$ cat src/rtl/ascii_frame_tx_pkg.sv
// Shared definitions for the ASCII telemetry frame transmitter: FSM encoding,
// frame character constants, frame lengths and the captured-input snapshot.
package ascii_frame_tx_pkg;

    typedef enum logic {
        StIdle = 1'b0,
        StSend = 1'b1
    } state_e;

    localparam logic [7:0] CharX     = 8'h58;
    localparam logic [7:0] CharY     = 8'h59;
    localparam logic [7:0] CharZ     = 8'h5A;
    localparam logic [7:0] CharT     = 8'h54;
    localparam logic [7:0] CharColon = 8'h3A;
    localparam logic [7:0] CharPlus  = 8'h2B;
    localparam logic [7:0] CharMinus = 8'h2D;
    localparam logic [7:0] CharCr    = 8'h0D;
    localparam logic [7:0] CharLf    = 8'h0A;

    localparam int unsigned FrameLenCrlf = 35;
    localparam int unsigned FrameLenLf   = 34;
    localparam int unsigned IdxW         = 6;
    localparam int unsigned NumDigits    = 18;

    // digits[0..3]=X1..X4, [4..7]=Y1..Y4, [8..11]=Z1..Z4, [12..17]=T1..T6; neg = {T,Z,Y,X}
    typedef struct packed {
        logic [NumDigits-1:0][7:0] digits;
        logic [3:0]                neg;
    } snapshot_t;

    function automatic logic [7:0] sign_char(input logic neg);
        return neg ? CharMinus : CharPlus;
    endfunction

endpackage

$ cat src/rtl/ascii_frame_tx_if.sv
// Byte-stream valid/ready handshake towards the UART transmitter.
interface ascii_frame_tx_if;
    logic [7:0] tx_data;
    logic       tx_valid;
    logic       tx_ready;

    modport master (output tx_data, output tx_valid, input tx_ready);
    modport slave  (input tx_data, input tx_valid, output tx_ready);
endinterface

$ cat src/rtl/ascii_frame_tx_frame_byte_mux.sv
// Combinational lookup from frame byte index to the frame byte, built from the snapshot.
module frame_byte_mux
    import ascii_frame_tx_pkg::*;
#(
    parameter logic [7:0] SEP_CHAR = 8'h20,
    parameter bit         EOL_CRLF = 1'b1
) (
    input  snapshot_t       snap_i,
    input  logic [IdxW-1:0] idx_i,
    output logic [7:0]      byte_o
);

    localparam int unsigned FrameLen = EOL_CRLF ? FrameLenCrlf : FrameLenLf;

    logic [7:0] frame [FrameLenCrlf];

    always_comb begin
        frame[0]  = CharX;
        frame[1]  = CharColon;
        frame[2]  = sign_char(snap_i.neg[0]);
        frame[7]  = SEP_CHAR;
        frame[8]  = CharY;
        frame[9]  = CharColon;
        frame[10] = sign_char(snap_i.neg[1]);
        frame[15] = SEP_CHAR;
        frame[16] = CharZ;
        frame[17] = CharColon;
        frame[18] = sign_char(snap_i.neg[2]);
        frame[23] = SEP_CHAR;
        frame[24] = CharT;
        frame[25] = CharColon;
        frame[26] = sign_char(snap_i.neg[3]);
        for (int i = 0; i < 4; i++) begin
            frame[3 + i]  = snap_i.digits[i];
            frame[11 + i] = snap_i.digits[4 + i];
            frame[19 + i] = snap_i.digits[8 + i];
        end
        for (int i = 0; i < 6; i++) begin
            frame[27 + i] = snap_i.digits[12 + i];
        end
        // LF-only frames end one byte early; the spare slot is never addressed.
        frame[33] = EOL_CRLF ? CharCr : CharLf;
        frame[34] = EOL_CRLF ? CharLf : 8'h00;
    end

    assign byte_o = (idx_i < IdxW'(FrameLen)) ? frame[idx_i] : 8'h00;

endmodule

$ cat src/rtl/ascii_frame_tx.sv
// Serialises a snapshot of X/Y/Z/T ASCII readings into one text frame over a
// valid/ready byte stream; all outputs are registered.
module ascii_frame_tx
    import ascii_frame_tx_pkg::*;
#(
    parameter logic [7:0] SEP_CHAR = 8'h20,
    parameter bit         EOL_CRLF = 1'b1
) (
    input  logic             clk,
    input  logic             reset,
    input  logic             start,
    input  logic [7:0]       ascii_X1,
    input  logic [7:0]       ascii_X2,
    input  logic [7:0]       ascii_X3,
    input  logic [7:0]       ascii_X4,
    input  logic [7:0]       ascii_Y1,
    input  logic [7:0]       ascii_Y2,
    input  logic [7:0]       ascii_Y3,
    input  logic [7:0]       ascii_Y4,
    input  logic [7:0]       ascii_Z1,
    input  logic [7:0]       ascii_Z2,
    input  logic [7:0]       ascii_Z3,
    input  logic [7:0]       ascii_Z4,
    input  logic [7:0]       ascii_T1,
    input  logic [7:0]       ascii_T2,
    input  logic [7:0]       ascii_T3,
    input  logic [7:0]       ascii_T4,
    input  logic [7:0]       ascii_T5,
    input  logic [7:0]       ascii_T6,
    input  logic             is_negative_X,
    input  logic             is_negative_Y,
    input  logic             is_negative_Z,
    input  logic             is_negative_T,
    ascii_frame_tx_if.master tx,
    output logic             busy,
    output logic             done
);

    localparam int unsigned     FrameLen = EOL_CRLF ? FrameLenCrlf : FrameLenLf;
    localparam logic [IdxW-1:0] LastIdx  = IdxW'(FrameLen - 1);

    state_e          state_q, state_d;
    logic [IdxW-1:0] idx_q, idx_d;
    snapshot_t       snap_q, snap_d, in_snap;
    logic [7:0]      data_q, data_d, mux_byte;
    logic            valid_q, busy_q, done_q, done_d;

    assign in_snap.digits = {ascii_T6, ascii_T5, ascii_T4, ascii_T3, ascii_T2, ascii_T1,
                             ascii_Z4, ascii_Z3, ascii_Z2, ascii_Z1,
                             ascii_Y4, ascii_Y3, ascii_Y2, ascii_Y1,
                             ascii_X4, ascii_X3, ascii_X2, ascii_X1};
    assign in_snap.neg    = {is_negative_T, is_negative_Z, is_negative_Y, is_negative_X};

    always_comb begin
        state_d = state_q;
        idx_d   = idx_q;
        snap_d  = snap_q;
        done_d  = 1'b0;
        case (state_q)
            StIdle: begin
                // The done cycle still counts as busy for start qualification.
                if (start && !done_q) begin
                    snap_d  = in_snap;
                    idx_d   = '0;
                    state_d = StSend;
                end
            end
            StSend: begin
                if (tx.tx_ready) begin
                    if (idx_q == LastIdx) begin
                        state_d = StIdle;
                        idx_d   = '0;
                        done_d  = 1'b1;
                    end else begin
                        idx_d = idx_q + 1'b1;
                    end
                end
            end
            default: state_d = StIdle;
        endcase
    end

    frame_byte_mux #(
        .SEP_CHAR (SEP_CHAR),
        .EOL_CRLF (EOL_CRLF)
    ) u_frame_byte_mux (
        .snap_i (snap_d),
        .idx_i  (idx_d),
        .byte_o (mux_byte)
    );

    assign data_d = (state_d == StSend) ? mux_byte : 8'h00;

    always_ff @(posedge clk or posedge reset) begin
        if (reset) begin
            state_q <= StIdle;
            idx_q   <= '0;
            snap_q  <= '0;
            data_q  <= 8'h00;
            valid_q <= 1'b0;
            busy_q  <= 1'b0;
            done_q  <= 1'b0;
        end else begin
            state_q <= state_d;
            idx_q   <= idx_d;
            snap_q  <= snap_d;
            data_q  <= data_d;
            valid_q <= (state_d == StSend);
            busy_q  <= (state_d == StSend);
            done_q  <= done_d;
        end
    end

    assign tx.tx_data  = data_q;
    assign tx.tx_valid = valid_q;
    assign busy        = busy_q;
    assign done        = done_q;

endmodule

$ cat src/flat_wrapper.sv
// flat-port wrapper written by rule: the top's interface ports become plain ports
module ascii_frame_tx_flat import ascii_frame_tx_pkg::*;
#(
    parameter logic [7:0] SEP_CHAR = 8'h20,
    parameter bit         EOL_CRLF = 1'b1
)
  (clk, reset, start, ascii_X1, ascii_X2, ascii_X3, ascii_X4, ascii_Y1, ascii_Y2, ascii_Y3, ascii_Y4, ascii_Z1, ascii_Z2, ascii_Z3, ascii_Z4, ascii_T1, ascii_T2, ascii_T3, ascii_T4, ascii_T5, ascii_T6, is_negative_X, is_negative_Y, is_negative_Z, is_negative_T, busy, done, tx_tx_data, tx_tx_valid, tx_tx_ready);
  ascii_frame_tx_if tx_i ();
  input  logic clk;
  input  logic reset;
  input  logic start;
  input  logic [7:0] ascii_X1;
  input  logic [7:0] ascii_X2;
  input  logic [7:0] ascii_X3;
  input  logic [7:0] ascii_X4;
  input  logic [7:0] ascii_Y1;
  input  logic [7:0] ascii_Y2;
  input  logic [7:0] ascii_Y3;
  input  logic [7:0] ascii_Y4;
  input  logic [7:0] ascii_Z1;
  input  logic [7:0] ascii_Z2;
  input  logic [7:0] ascii_Z3;
  input  logic [7:0] ascii_Z4;
  input  logic [7:0] ascii_T1;
  input  logic [7:0] ascii_T2;
  input  logic [7:0] ascii_T3;
  input  logic [7:0] ascii_T4;
  input  logic [7:0] ascii_T5;
  input  logic [7:0] ascii_T6;
  input  logic is_negative_X;
  input  logic is_negative_Y;
  input  logic is_negative_Z;
  input  logic is_negative_T;
  output logic busy;
  output logic done;
  output wire logic [$bits(tx_i.tx_data)-1:0] tx_tx_data;
  output wire logic [$bits(tx_i.tx_valid)-1:0] tx_tx_valid;
  input wire logic [$bits(tx_i.tx_ready)-1:0] tx_tx_ready;
  assign tx_tx_data = tx_i.tx_data;
  assign tx_tx_valid = tx_i.tx_valid;
  assign tx_i.tx_ready = tx_tx_ready;
  ascii_frame_tx #(.SEP_CHAR(SEP_CHAR), .EOL_CRLF(EOL_CRLF)) u_core (.clk(clk), .reset(reset), .start(start), .ascii_X1(ascii_X1), .ascii_X2(ascii_X2), .ascii_X3(ascii_X3), .ascii_X4(ascii_X4), .ascii_Y1(ascii_Y1), .ascii_Y2(ascii_Y2), .ascii_Y3(ascii_Y3), .ascii_Y4(ascii_Y4), .ascii_Z1(ascii_Z1), .ascii_Z2(ascii_Z2), .ascii_Z3(ascii_Z3), .ascii_Z4(ascii_Z4), .ascii_T1(ascii_T1), .ascii_T2(ascii_T2), .ascii_T3(ascii_T3), .ascii_T4(ascii_T4), .ascii_T5(ascii_T5), .ascii_T6(ascii_T6), .is_negative_X(is_negative_X), .is_negative_Y(is_negative_Y), .is_negative_Z(is_negative_Z), .is_negative_T(is_negative_T), .tx(tx_i), .busy(busy), .done(done));
endmodule
$ cat config.mk
export PLATFORM = sky130hd
export DESIGN_NAME = ascii_frame_tx_flat
export DESIGN_NICKNAME = d
export VERILOG_FILES = /design/src/rtl/ascii_frame_tx_pkg.sv /design/src/rtl/ascii_frame_tx_if.sv /design/src/rtl/ascii_frame_tx_frame_byte_mux.sv /design/src/rtl/ascii_frame_tx.sv /design/src/flat_wrapper.sv
export SDC_FILE = /design/constraint.sdc
export NUM_CORES = 1
export LEC_CHECK = 0
export ABC_CLOCK_PERIOD_IN_PS = 5600
export BUFFER_PORTS_ARGS = -buffer_cell sky130_fd_sc_hd__buf_4
export CAP_MARGIN = 0
export CORE_ASPECT_RATIO = 1.1
export CORE_MARGIN = 2
export CORE_UTILIZATION = 40
export CTS_BUF_LIST = sky130_fd_sc_hd__clkbuf_8
export DETAILED_ROUTE_END_ITERATION = 6
export GPL_TIMING_DRIVEN = 1
export SKIP_CTS_REPAIR_TIMING = 1
export SYNTH_ARGS = -nofsm -noshare
export SYNTH_HDL_FRONTEND = slang
export SYNTH_SLANG_ARGS = --single-unit
$ cat constraint.sdc
create_clock -name clk -period 5.6 [get_ports clk]
set_input_delay 0.28 -clock clk [delete_from_list [all_inputs] [get_ports clk]]
set_output_delay 0.28 -clock clk [all_outputs]
set_load 0.005 [all_outputs]
==> run metrics, run 1 <==
#FFs+latches synth 164; drt total wl 25,000 um; initial antenna violation count 0; register area 4100 um2; clk_skew 0.0113 ns; Unique masters post-synth 86; Avg WL per Cell 18.5 um; drt via density 5.26; synthesis warning total 0; Place WS 2.11 ns; final hold vios 6; antenna cells 0; FP Rows 54; slack of the critical path 2.09 ns; Top FF cell, synth dfrtp_1; most frequent cells in the layout nand2_1, buf_4, dfrtp_1; CTS tree done; clk buf depth 2; FFs w/ async S/R, synth 100%; Hold Crit Class primary input to asynchronous set/reset pin; DRC Markers 0; DR iter-0 viols 676; CTS buffer count 17; clk root buf clkbuf_8; Crit. End Element flip-flop; pwr dens 476 nW/um2; Overflow after GRT 0; Pins Over Slew Limit 0; vias in the first global route 7,099; Mapped Cells 959; GPL Wtd Cong 0.926; largest net degree at the start of global routing 102; core area 19,900 um2; Tcrit/Tclk final 62.6%; failing checks hold timing; f_max 285 MHz; critical path peak fanout 88; Layout area overhead 18.8%; DRT antenna net count 0; status finished, violations left; commonest non-fill, non-tap cell in the layout nand2_1; Clk Latency, worst-skew pair 0.47 ns; final setup vio count 0; DRT Pass-1 Iters 5; critical path class flip-flop to flip-flop; Avg Inst Size Synth 8.48 um2; Critical Path Source Type flip-flop; VDD IR max 176 uV; Critical Path RT 5.97 ns; die area 21,500 um2; H-tree levels 4; Leakage 0.00499 uW; Chip Height 154 um; CTS sink cnt 164; via count 7,099; Tmin final 3.51 ns; Cell Area, Synth 8130 um2; total negative slack 0 ns; CP Data Arrival Time 3.88 ns; post-synthesis sequential area ratio 50.5%; Initial Utilization 40.9%; FILL cells 2,016; Worst Tran Pin Value 0.915 ns; Layout Nets 1,242; first-pass GRT wire length 39,600 um; Die X 140 um; GRT Util Overall 23.7%; io pins 163; headroom to the max-slew limit 39.0%; RSZ-0062 raised after global routing false; DP HPWL 17,600 um; multi-input logic area 3610 um2; clock slew at reported path FFs 0.09 ns; Finished Core Util 48.7%; Post-synth EDFFs 0; layout cells sized above 1 22.2%; PortBufs 162; WHS -0.0224 ns; max-cap violations 0; Post-Synthesis Net Count 1,113
Yosys cell counts, types with 5 or more instances:
cell	number	area share [%]
o21ai_0	29	1.8
nor2_1	36	1.7
mux2i_1	15	1.8
o22ai_1	11	0.85
a31oi_1	12	0.92
nand4_1	5	0.38
buf_2	33	2.0
and2_1	6	0.46
o221ai_1	8	0.86
o211ai_1	5	0.46
nor3_1	7	0.43
nand2_1	455	21
nand3_1	20	1.2
buf_4	10	0.92
dfrtp_1	164	50
a21oi_1	24	1.5
buf_6	12	1.7
state kept, by name (all words and copies together) (netlist names):
name	count
u_core.done	1
u_core.idx_q	6
u_core.snap_q	148
u_core.state_q	1
u_core.tx.tx_data	8
worst paths after layout:
kind	start	endpoint	slack [ns]	cells after the start
max	u_core.state_q	u_core.tx.tx_data[3]	2.09	8
max in group asynchronous	reset	u_core.snap_q[75]	4.23	3
min	reset	u_core.snap_q[118]	-0.02	2
min in group clk	ascii_Y1[7]	u_core.snap_q[43]	0.02	3
min reg2reg	u_core.snap_q[11]	u_core.snap_q[11]	0.48	2
max reg2reg	u_core.state_q	u_core.tx.tx_data[3]	2.09	8
area by class of cell:
type                    count  area share, %
clock buffers              18           2.56
clock inverters            11          0.699
inverters                  10          0.479
multi-input cells         725           37.3
flip-flops and latches    164           42.5
well taps                 252           3.26
repair buffers            170           13.2
cell families after synthesis:
group | after synthesis | share of synthesized area, %
mux | 18 | 2.26
flops | 164 | 50.5
buf+inv | 70 | 5.35
compound gates | 142 | 13.1
simple gates | 563 | 28.5
fa+ha+maj | 2 | 0.308
where the power goes:
part / internal [uW] / switching [uW] / total (uW)
Clock: 305 / 438 / 744
Combinational: 734 / 1310 / 2040
Sequential: 1640 / 177 / 1820
Total: 2680 / 1920 / 4600
per-stage QoR:
step | power, uW | std cells | instance area, um2
floorplan | 3190 | 959 | 8130
global placement | 3800 | 1321 | 9350
detailed placement | 3830 | 1321 | 9350
CTS | 4570 | 1350 | 9670
global route | 4900 | 1350 | 9670
finish | 4600 | 1350 | 9670
critical path: stages (launching register included):
cell and delay, ns:
dfrtp_1 0.66, or3b_4 0.73, buf_4 0.82, nand2_1 0.11, nand2_1 0.12, nor2_1 0.05, o311ai_0 0.43, a21oi_1 0.16
o32ai_1 0.24
per-layer routing:
layer	GRT usage, %	share of wire [%]	up-vias
li1	-	-	3426
met1	33.8	46	3342
met2	35.4	45	287
met3	5.36	6.8	44
met4	8.67	2.7	0
met5	0	0	-
No activity file was read; power rests on OpenSTA's default activity.
==> run 2: changes to the inputs <==
ABC_CLOCK_PERIOD_IN_PS = 3400   (was 5600)
clock period = 3.4 ns   (was 5.6 ns; I/O delays follow)
==> run metrics, run 2 (synthesized netlist as in run 1, its figures left out) <==
status finished, violations left; failing checks hold timing; clk_skew 0.0119 ns (+0.000670 ns); worst path buffer plus inverter count 0 (-1); io pins 163 (unchanged); Layout Nets 1,386 (+12%); FILL cells 1,780 (-12%); initial antenna violation count 0 (unchanged); layer with the highest usage met2; final std cells w/o fill 1,497 (+11%); Tcrit/Tclk final 87.5% (+25 points); Die X 140 um (unchanged); FP Rows 54 (unchanged); DRT Pass-1 Iters 5 (unchanged); core area 19,900 um2 (unchanged); Worst Tran Pin Value 1.09 ns (+0.172 ns); Chip Height 154 um (unchanged); via count 7,634 (+7.5%); max-cap violations 0 (unchanged); CTS tree done; Critical Path Source u_core.idx_q[1]; commonest non-fill, non-tap cell in the layout nand2_1; met1 Use GR 32.7% (-1.1 points); R2R setup slack 0.43 ns (-1.67 ns); total negative slack 0 ns (unchanged); critical path peak fanout 22 (-75%); vias in the first global route 7,008 (-1.3%); Initial Utilization 40.9% (unchanged); DRT antenna net count 0 (unchanged); critical path class flip-flop to flip-flop; max reg flops 148 (unchanged); final hold vios 47 (+41); first-pass GRT wire length 38,900 um (-1.9%); CTS sink cnt 164 (unchanged); largest net degree at the start of global routing 82 (-20%); Critical Path RT 3.78 ns (-2.19 ns); Critical Path Source Type flip-flop; RSZ-0062 raised after global routing false; WHS -0.0827 ns (-0.0604 ns); GRT Util Overall 23.2% (-0.45 points); Biggest register u_core.snap_q; most frequent cells in the layout nand2_1, buf_4, dfrtp_1; clk buf depth 2 (unchanged); pwr dens 704 nW/um2 (+48%); CTS buffer count 17 (unchanged); Layout area overhead 37.9%; Finished Core Util 56.5% (+7.8 points); drt total wl 26,600 um (+6.5%); Critical R2R Launch u_core.idx_q[1]; headroom to the max-slew limit 27.5% (-11 points); Worst path slowest cell o21ai_2; drt via density 5.10 (-3.0%); Pins Over Slew Limit 0 (unchanged); PortBufs 162 (unchanged); clk root buf clkbuf_8; H-tree levels 4 (unchanged); DRC Markers 0 (unchanged); Leakage 0.00564 uW (+13%); Overflow after GRT 0 (unchanged); Avg WL per Cell 17.8 um (-4.0%); antenna cells 0 (unchanged); Clk Latency, worst-skew pair 0.47 ns (about the same); Cell Count Post-Placement 1,329 (+0.61%); Area after DPL 9480 um2 (+1.4%); final setup vio count 0 (unchanged); Crit. End Element flip-flop; layout cells sized above 1 20.6% (-1.6 points); CP Data Arrival Time 3.36 ns (-0.52 ns); M2 GR Usage 36.1% (+0.74 points); design area 11,200 um2 (+16%); DP HPWL 18,100 um (+3.3%); clock slew at reported path FFs 0.09 ns (about the same); GPL Wtd Cong 0.896 (-3.2%); CP Cell Sequence ha_1 > and4bb_4 > a21boi_2 > o21ai_2 > o22ai_1 > nand4b_1 > a21o_1 > o311a_1 > o32ai_2; VDD IR max 349 uV (+99%); Tmin final 2.97 ns (-0.531 ns); CP top delay family compound AO/OA/AOI/OAI gates; DR iter-0 viols 646 (-4.4%); Hold Crit Class primary input to asynchronous set/reset pin; f_max 336 MHz (+18%); Largest stage delay, worst path 0.83 ns (about the same); GR Util met3 4.17% (-1.2 points); die area 21,500 um2 (unchanged)
run 2: final timing paths:
check,end,cells past startpoint
setup / recovery,u_core.tx.tx_data[2],9
hold / removal,u_core.snap_q[40],2
setup reg to reg,u_core.tx.tx_data[2],9
hold reg to reg,u_core.snap_q[29],2
max in group asynchronous,u_core.snap_q[129],3
min in group clk,u_core.snap_q[98],3
run 2: layer usage:
metal,wire length [um],share of wire [%]
met4,743,2.8
met3,1510,5.7
met5,0,0
met2,12600,47
met1,11800,44
run 2: final cells by class:
type	instances	area [um2]	share of cell area (%)
multi-input cells	725	3610	32.2
well taps	252	315	2.81
clock inverters	12	92.6	0.826
clock buffers	20	275	2.45
inverters	10	45.0	0.402
flip-flops and latches	164	4100	36.6
repair buffers	314	2770	24.7
run 2: worst reg2reg max path: cells and delay by family, from the launching register on:
family / cells / cell delay (ns)
AOI/OAI and AO/OA: 6 / 1.69
and+or+nand+nor: 2 / 0.51
DFF: 1 / 0.50
adders and majority gates: 1 / 0.20
run 2: power by group:
part	leakage (uW)	switching, uW	internal [uW]
Clock	0.000179	777	573
Sequential	0.00209	290	2700
Combinational	0.00336	2190	1370
Total	0.00564	3260	4640
run 2: stage by stage:
step                power, uW  hold WS [ns]  setup WS (ns)
finish                   7890       -0.0827          0.426
floorplan                5250         0.275          0.861
global route             8380      -0.00167          0.262
global placement         6360         0.370          0.579
detailed placement       6390         0.368          0.461
CTS                      7740        -0.117          0.428
==> run 3: changes to the inputs <==
ABC_AREA = 1   (was not set)
==> run metrics, run 3 <==
Pins Over Slew Limit 0 (unchanged); Initial Utilization 40.5% (-0.48 points); final hold vios 60 (+28%); core area 21,200 um2 (+6.9%); CP top delay family simple AND/OR/NAND/NOR gates; CTS buffer count 17 (unchanged); Chip Height 158 um (+2.7%); final setup vio count 0 (unchanged); antenna cells 0 (unchanged); critical path peak fanout 30 (+36%); Critical R2R Launch u_core.idx_q[0]; io pins 163 (unchanged); Critical Path RT 3.77 ns (about the same); Avg Inst Size Synth 7.39 um2 (-13%); failing checks hold timing; max-cap violations 0 (unchanged); critical path class flip-flop to flip-flop; post-synthesis sequential area ratio 47.8% (-2.7 points); Crit. End Element flip-flop; Clk Latency, worst-skew pair 0.47 ns (about the same); GPL Wtd Cong 0.880 (-1.8%); status finished, violations left; DP HPWL 18,500 um (+1.9%); worst path buffer plus inverter count 4 (+4); WHS -0.152 ns (-0.0688 ns); vias in the first global route 7,404 (+5.7%); CP Cell Sequence inv_1 > ha_1 > nand2_1 > clkinv_1 > nand3_2 > nand2_4 > nand2_4 > inv_4 > nor2_4 > nand2_1 > nand3_1 > nand3_1 > nand3_1 > nand3_1 > nand2_1 > inv_1; DR iter-0 viols 653 (+1.1%); pwr dens 582 nW/um2 (-17%); Hold Crit Class primary input to asynchronous set/reset pin; Mapped Cells 1,163 (+21%); Critical Path Source Type flip-flop; RSZ-0062 raised after global routing false; register area 4100 um2 (unchanged); clk buf depth 2 (unchanged); DRC Markers 0 (unchanged); R2R depth 16 (+7); die area 22,700 um2 (+5.5%); synthesis warning total 0 (unchanged); Layout Nets 1,516 (+9.4%); DRT antenna net count 0 (unchanged); PortBufs 162 (unchanged); leading cell types by count after synthesis nand2_1, dfrtp_1, inv_1; total negative slack 0 ns (unchanged); #FFs+latches synth 164 (unchanged); Unique masters post-synth 34 (-60%); FFs w/ async S/R, synth 100% (unchanged); clk_skew 0.0108 ns (-0.00111 ns); H-tree levels 4 (unchanged); multi-input logic area 3560 um2 (-1.5%); most frequent cells in the layout nand2_1, buf_4, dfrtp_1; CTS tree done; Leakage 0.00598 uW (+6.1%); clock slew at reported path FFs 0.09 ns (about the same); first-pass GRT wire length 39,800 um (+2.3%); commonest non-fill, non-tap cell in the layout nand2_1; largest area contributor in the synthesized netlist dfrtp_1; Overflow after GRT 0 (unchanged); Post-synth EDFFs 0 (unchanged); Top FF cell, synth dfrtp_1; reg2reg end u_core.tx.tx_data[1]; R2R setup slack 0.74 ns (+0.31 ns); Cell Area, Synth 8590 um2 (+5.6%); most common cell in the synthesized netlist nand2_1; headroom to the max-slew limit 32.2% (+4.7 points); instance count on the critical path 16 (+7); Die X 144 um (+2.7%); Biggest register u_core.snap_q; post-synth top area share 47.8% (-2.7 points); via count 7,985 (+4.6%); CTS sink cnt 164 (unchanged); largest cells by area after synthesis dfrtp_1, nand2_1, inv_1, o21ai_0, nand3_1; Worst Tran Pin Value 1.02 ns (-0.0703 ns); Post-Synthesis Net Count 1,317 (+18%); Largest stage delay, worst path 0.45 ns (-0.38 ns); FP Rows 56 (+3.7%); Tmin final 2.66 ns (-0.313 ns); f_max 376 MHz (+12%); Tcrit/Tclk final 78.3% (-9.2 points); most used cell, CP nand3_1; max reg flops 148 (unchanged); clk root buf clkbuf_8; VDD IR max 307 uV (-12%); FILL cells 2,067 (+16%); layout cells sized above 1 19.8% (-0.82 points); Worst path slowest cell dfrtp_1; drt via density 4.80 (-5.8%); GRT Util Overall 23.1% (-0.11 points); initial antenna violation count 0 (unchanged); Avg WL per Cell 15.6 um (-12%); drt total wl 26,000 um (-2.5%); largest net degree at the start of global routing 165 (+100%); CP Data Arrival Time 3.03 ns (-0.33 ns); Layout area overhead 28.0%; DRT Pass-1 Iters 6 (+1)
## run 3: cell count changes in the layout (fill, tap and decap cells not counted), sizes merged, moves of 15 or more
cell,previous run,this run
nand2,459,474
o21ai,32,100
or2,4,41
dlygate4sd3,136,64
inv,13,148
nand3,21,92
## run 3: worst max path at each step
stage	from	endpoint	slack (ns)
global route	u_core.idx_q[0]	u_core.tx.tx_data[1]	0.53
floorplan	reset	u_core.done	1.15
global placement	u_core.idx_q[0]	u_core.tx.tx_data[1]	0.83
detailed placement	u_core.idx_q[0]	u_core.tx.tx_data[1]	0.78
finish	u_core.idx_q[0]	u_core.tx.tx_data[1]	0.74
CTS	u_core.idx_q[0]	u_core.tx.tx_data[1]	0.76
## run 3: area by class of cell
type                            instances  share of cell area (%)
Clock inverter                          9                   0.978
Multi-Input combinational cell        789                    32.3
Timing Repair Buffer                  240                    18.4
Sequential cell                       164                    37.3
Tap cell                              290                    3.30
Inverter                              150                    5.18
Clock buffer                           20                    2.50
## run 3: metal layers
layer / GRT usage (%) / share of wire, %
met4: 9.76 / 3.3
met1: 31.1 / 44
met3: 3.45 / 5.2
met5: 0 / 0
met2: 37.3 / 48
## run 3: report_power, final
| part | switching (uW) | total [uW] | leakage (uW) | internal, uW |
|---|---|---|---|---|
| logic | 1740 | 2670 | 0.00373 | 938 |
| clock network | 709 | 1410 | 0.000198 | 696 |
| registers | 113 | 2320 | 0.00206 | 2210 |
## run 3: through the flow
step | total power [uW] | util [%] | worst slack [ns] | cell area (um2) | instances
after CTS | 6340 | 48.8 | 0.763 | 10400 | 1598
after detailed placement | 4930 | 47.0 | 0.783 | 9980 | 1569
final | 6400 | 51.8 | 0.739 | 11000 | 1662
after global placement | 4910 | 47.0 | 0.834 | 9980 | 1569
after floorplan | 4070 | - | 1.15 | 8590 | 1163
after global routing | 6830 | 51.8 | 0.535 | 11000 | 1662
## run 3: tightest hold or removal path, cell delays in order
cell and delay [ns]:
buf_4 0.12, clkinvlp_4 0.07, buf_12 0.48
## run 3: cell families after synthesis
kind of cell    share of synthesized area (%)
compound gates                           7.63
mux                                     0.117
flops                                    47.8
xor+xnor                                0.102
buf+inv                                  10.9
fa+ha+maj                               0.291
simple gates                             33.2
